[config.mk]
export PLATFORM = sky130hd
export DESIGN_NAME = unified_mem_arbiter
export DESIGN_NICKNAME = d
export VERILOG_FILES = /design/src/rtl/unified_mem_arbiter.sv
export SDC_FILE = /design/constraint.sdc
export NUM_CORES = 1
export LEC_CHECK = 0
export CAP_MARGIN = 0
export CELL_PAD_IN_SITES_DETAIL_PLACEMENT = 0
export CELL_PAD_IN_SITES_GLOBAL_PLACEMENT = 1
export CORE_ASPECT_RATIO = 1.1
export CORE_UTILIZATION = 32
export CTS_BUF_LIST = sky130_fd_sc_hd__clkbuf_4
export DETAILED_ROUTE_END_ITERATION = 6
export PLACE_DENSITY = 0.92
export SETUP_SLACK_MARGIN = 0.5
export SYNTH_ARGS = -nofsm -noshare
export SYNTH_HDL_FRONTEND = slang
export SYNTH_SLANG_ARGS = --single-unit
[constraint.sdc]
create_clock -name clk_i -period 1.87 [get_ports clk_i]
set_input_delay 0.2805 -clock clk_i [delete_from_list [all_inputs] [get_ports clk_i]]
set_output_delay 0.2805 -clock clk_i [all_outputs]
set_load 0.02 [all_outputs]
[src/rtl/unified_mem_arbiter.sv]
// Shares one single-port, variable-latency memory between the IF stage (read-only) and the
// MEM stage (read/write). MEM has priority, a streak limiter protects IF, a watchdog ends hangs.
module unified_mem_arbiter #(
    parameter int unsigned AW             = 32,
    parameter int unsigned DW             = 32,
    parameter int unsigned MAX_MEM_STREAK = 4,
    parameter int unsigned TIMEOUT_CYC    = 255
) (
    input  logic          clk_i,
    input  logic          rst_i,
    input  logic          if_req_i,
    input  logic [AW-1:0] if_addr_i,
    output logic [DW-1:0] if_rdata_o,
    output logic          if_ready_o,
    input  logic          mem_req_i,
    input  logic          mem_we_i,
    input  logic [AW-1:0] mem_addr_i,
    input  logic [DW-1:0] mem_wdata_i,
    output logic [DW-1:0] mem_rdata_o,
    output logic          mem_ready_o,
    output logic          err_o,
    output logic          dm_req_o,
    output logic          dm_we_o,
    output logic [AW-1:0] dm_addr_o,
    output logic [DW-1:0] dm_wdata_o,
    input  logic [DW-1:0] dm_rdata_i,
    input  logic          dm_ack_i
);
    typedef enum logic [1:0] {IDLE, BUSY_IF, BUSY_MEM, DONE} state_t;

    localparam int unsigned SW = $clog2(MAX_MEM_STREAK + 1);
    localparam int unsigned WW = (TIMEOUT_CYC > 1) ? $clog2(TIMEOUT_CYC) : 1;
    localparam logic [SW-1:0] STREAK_MAX = SW'(MAX_MEM_STREAK);
    localparam logic [WW-1:0] WD_LAST    = WW'((TIMEOUT_CYC == 0) ? 0 : TIMEOUT_CYC - 1);
    localparam bit            WD_EN      = (TIMEOUT_CYC != 0);

    state_t        state_q, state_d;
    logic [SW-1:0] streak_q;
    logic [WW-1:0] wdog_q;
    logic          grant_if, grant_mem, finish, timed_out;

    // NOTE: state registers use non-blocking assignments so every flop samples pre-edge values.
    always_ff @(posedge clk_i or negedge rst_i) begin
        if (!rst_i) state_q <= IDLE;
        else        state_q <= state_d;
    end

    // NOTE: every signal gets a default before the case so no path leaves one unassigned (no latch).
    always_comb begin
        state_d   = state_q;
        grant_if  = 1'b0;
        grant_mem = 1'b0;
        finish    = 1'b0;
        timed_out = 1'b0;
        case (state_q)
            IDLE: begin
                // IF overrides MEM only once MEM has won MAX_MEM_STREAK times while IF waited.
                if (mem_req_i && !(if_req_i && streak_q == STREAK_MAX)) begin
                    grant_mem = 1'b1;
                    state_d   = BUSY_MEM;
                end else if (if_req_i) begin
                    grant_if = 1'b1;
                    state_d  = BUSY_IF;
                end
            end
            BUSY_IF, BUSY_MEM: begin
                if (dm_ack_i) begin
                    finish  = 1'b1;
                    state_d = DONE;
                end else if (WD_EN && wdog_q == WD_LAST) begin
                    finish    = 1'b1;
                    timed_out = 1'b1;
                    state_d   = DONE;
                end
            end
            DONE:    state_d = IDLE;
            default: state_d = IDLE;
        endcase
    end

    always_ff @(posedge clk_i or negedge rst_i) begin
        if (!rst_i) begin
            streak_q    <= '0;
            wdog_q      <= '0;
            dm_req_o    <= 1'b0;
            dm_we_o     <= 1'b0;
            dm_addr_o   <= '0;
            dm_wdata_o  <= '0;
            if_rdata_o  <= '0;
            mem_rdata_o <= '0;
            if_ready_o  <= 1'b0;
            mem_ready_o <= 1'b0;
            err_o       <= 1'b0;
        end else begin
            if_ready_o  <= 1'b0;
            mem_ready_o <= 1'b0;
            err_o       <= 1'b0;

            if (grant_mem || grant_if) begin
                dm_req_o   <= 1'b1;
                dm_we_o    <= grant_mem & mem_we_i;
                dm_addr_o  <= grant_mem ? mem_addr_i : if_addr_i;
                dm_wdata_o <= grant_mem ? mem_wdata_i : '0;
                wdog_q     <= '0;
                if (grant_if || !if_req_i)      streak_q <= '0;
                else if (streak_q != STREAK_MAX) streak_q <= streak_q + SW'(1);
            end

            if (WD_EN && (state_q == BUSY_IF || state_q == BUSY_MEM) && !finish)
                wdog_q <= wdog_q + WW'(1);

            if (finish) begin
                dm_req_o <= 1'b0;
                err_o    <= timed_out;
                if (state_q == BUSY_IF) begin
                    if_ready_o <= 1'b1;
                    if_rdata_o <= timed_out ? '0 : dm_rdata_i;
                end else begin
                    mem_ready_o <= 1'b1;
                    mem_rdata_o <= (timed_out || dm_we_o) ? '0 : dm_rdata_i;
                end
            end
        end
    end

endmodule

==> impl_metrics.tcl <==
set metrics [dict create \
    grt_pass1_wl_mm 26.7 \
    place.gp.congestion 0.739 \
    dp_hpwl_mm 12.1 \
    drt_first_iter_violations 260 \
    maxCapViolCount 0 \
    dr.max_layer_used "met4" \
    regArea_um2 3660 \
    layout_min_cycle_time_ns 1.61 \
    final-instance-count-excl-fill 1103 \
    grt_pass1_vias 5084 \
    overflow 0 \
    synth_edf_count 0 \
    clock_latency_ns 0.55 \
    synth_top_cell_area_share_pct 62.8 \
    syn_area_per_cell_um2 12.7 \
    crit_type "reg2reg" \
    core-area_um2 17700 \
    synth-main-ff-cell "dfrtp_1" \
    yosysMostFrequentCell "dfrtp_1" \
    grtUsageTotal_pct 18.8 \
    crit_slowest_cell "dfrtp_1" \
    cts_tree "done" \
    yosys.area.top_type "dfrtp_1" \
    grt_max_degree 75 \
    slowest_delay_ns 0.40 \
    post-route-period-util_pct 86.3 \
    timing.critical_path.buf_inv 2 \
    crit_path_start_kind "flop" \
    wl_per_cell_um 17.9 \
    final_core_util_pct 61.0 \
    worstPathRequired_ns 2.30 \
    relSlewSlack_pct 65.4 \
    syn_inst 459 \
    synth_common_cells "dfrtp_1 (146), a22o_1 (95), o21ai_0 (39)" \
    synth_area_um2 5810 \
    worst_slew_pin_slew_ns 0.519 \
    maxSlewViolCount 0 \
    die_w_um 131 \
    port_buffers 266 \
    initial_core_util_pct 32.8 \
    dr.pass1.iters 4 \
    cp_max_fo 33 \
    synth_cell_types 38 \
    fin_nets 991 \
    clock_sinks 146 \
    power_mw 18.8 \
    cpLargestDelayFamily "compound AO/OA/AOI/OAI gates" \
    area_growth_pct 86.2 \
    hold_viol 0 \
    async_flop_share_pct 100 \
    hold_class "in2async" \
    h-tree-depth 4 \
    cts_made_buffers 17 \
    synth_fp_nets 600 \
    clk_pin_slew_ns 0.15 \
    dieArea_um2 18700 \
    clock.fmax_mhz 620 \
    synth-seq-cells 146 \
    antenna_found_initial 2 \
    power_density_nw_per_um2 1730 \
    wl_met3_mm 1.69 \
    p_leak_nw 5.07 \
    setup-tns-final_ns 0 \
    vias 5332 \
    setup_viol 0 \
    critical_path_arrival_ns 2.04 \
    skew_ns 0.0302 \
    drt-vias-per-instance 4.83 \
    crit_chain "inv_1, ha_2, nand3_4, o21bai_4, nand3b_4, buf_12, a22o_1" \
    dieHeight_um 143 \
    dpl.cell_count 949 \
    status "finished, final reports clean" \
    critPathCaptureType "flop" \
    synthTopCellsByArea "dfrtp_1 (63%), a22o_1 (14%), o22ai_1 (3.4%), o21ai_0 (3.4%), nand2_1 (2.5%)" \
    ioPinCount 267 \
    route.detailed.drc 0 \
    multiInputGateArea_um2 2320 \
    clock_path_buffers 2 \
    drive_above_1_share_pct 43.2 \
    wl_met1_mm 7.63 \
    cts_root_buf "clkbuf_4" \
    row_count 51 \
    wl_met2_mm 10.3 \
    ys_seq_area_share_pct 62.8 \
    ys_warn_count 0 \
    irDropWorstVdd_mv 0.770 \
    ant_nets 0 \
    fill_cells 1376 \
    wl_mm 19.8 \
    rsz0062_at_grt "true" \
]
-- final timing paths --
path	from	to	slack [ns]	depth (start not counted)
worst min register to register	dm_addr_o[21]	dm_addr_o[21]	0.52	2
worst min-delay path	rst_i	if_rdata_o[26]	0.25	2
worst max-delay path	wdog_q[0]	mem_rdata_o[16]	0.26	7
max in group asynchronous	rst_i	dm_wdata_o[10]	0.99	3
min in group clk_i	mem_wdata_i[8]	dm_wdata_o[8]	0.32	2
worst max register to register	wdog_q[0]	mem_rdata_o[16]	0.26	7
-- registers in the layout (all words and copies together) (netlist names) --
name and count:
dm_addr_o 32, dm_wdata_o 32, if_rdata_o 32, mem_rdata_o 32, wdog_q 8, streak_q 3, state_q 2, dm_req_o 1
dm_we_o 1, err_o 1, if_ready_o 1, mem_ready_o 1
-- cells by family after synthesis --
kind of cell    count (synthesis)  share of synthesized area, %
simple gates                   70                          6.37
xor+xnor                        1                         0.151
mux                             4                         0.689
buf+inv                        47                          4.76
compound gates                184                          23.7
fa+ha+maj                       7                          1.51
flops                         146                          62.8
-- per-stage QoR --
step                instance area [um2]  hold WS (ns)  setup WS [ns]
floorplan                          6180       -0.0151          0.308
global placement                   9130         0.270         0.0784
detailed placement                 9130         0.265         0.0652
CTS                               10100         0.207          0.278
global route                      10800         0.235          0.206
finish                            10800         0.247          0.257
-- cell usage in the layout, fill, tap and decap left out, types with 4 or more instances in the layout --
cell             count
dfrtp_1            143
buf_6              139
clkdlybuf4s50_1    132
buf_4              114
a22o_1              95
nand2_1             37
o21ai_1             35
o22ai_2             19
clkbuf_4            17
o22ai_4             13
buf_12              13
inv_1                9
inv_6                7
clkbuf_16            7
nand3_1              4
mux2i_1              4
ha_1                 4
-- power by group --
part / switching, mW / internal [mW]
sequential: 1.07 / 4.57
clock: 1.32 / 0.721
combinational: 4.94 / 6.13
-- worst reg2reg max path: stages, from the launching register on --
cell and delay (ns):
dfrtp_1 0.40, inv_1 0.06, ha_2 0.18, nand3_4 0.11, o21bai_4 0.22, nand3b_4 0.11
buf_12 0.18, a22o_1 0.26
-- metal layers --
layer | global-route usage [%] | up-vias
met1 | 21.5 | 2594
met5 | 0 | -
met4 | 6.35 | 0
met2 | 32.2 | 216
li1 | - | 2512
met3 | 6.89 | 10
-- repair_timing --
action,in CTS,in global routing
gates resized for setup,798,41
gates cloned,0,9
setup buffers,61,49
setup endpoints to repair,277,278
hold endpoints to repair,48,0
hold buffers,1,0
pin swaps,3,20
-- cell type report --
class,count,share of cell area (%)
timing repair buffer,408,39.0
sequential,146,33.8
multi-input combinational,266,21.4
tap,238,2.75
clock inverter,15,1.50
clock buffer,17,1.18
inverter,11,0.381
antenna,2,0.0462
Power figures use the tool's default switching activity.
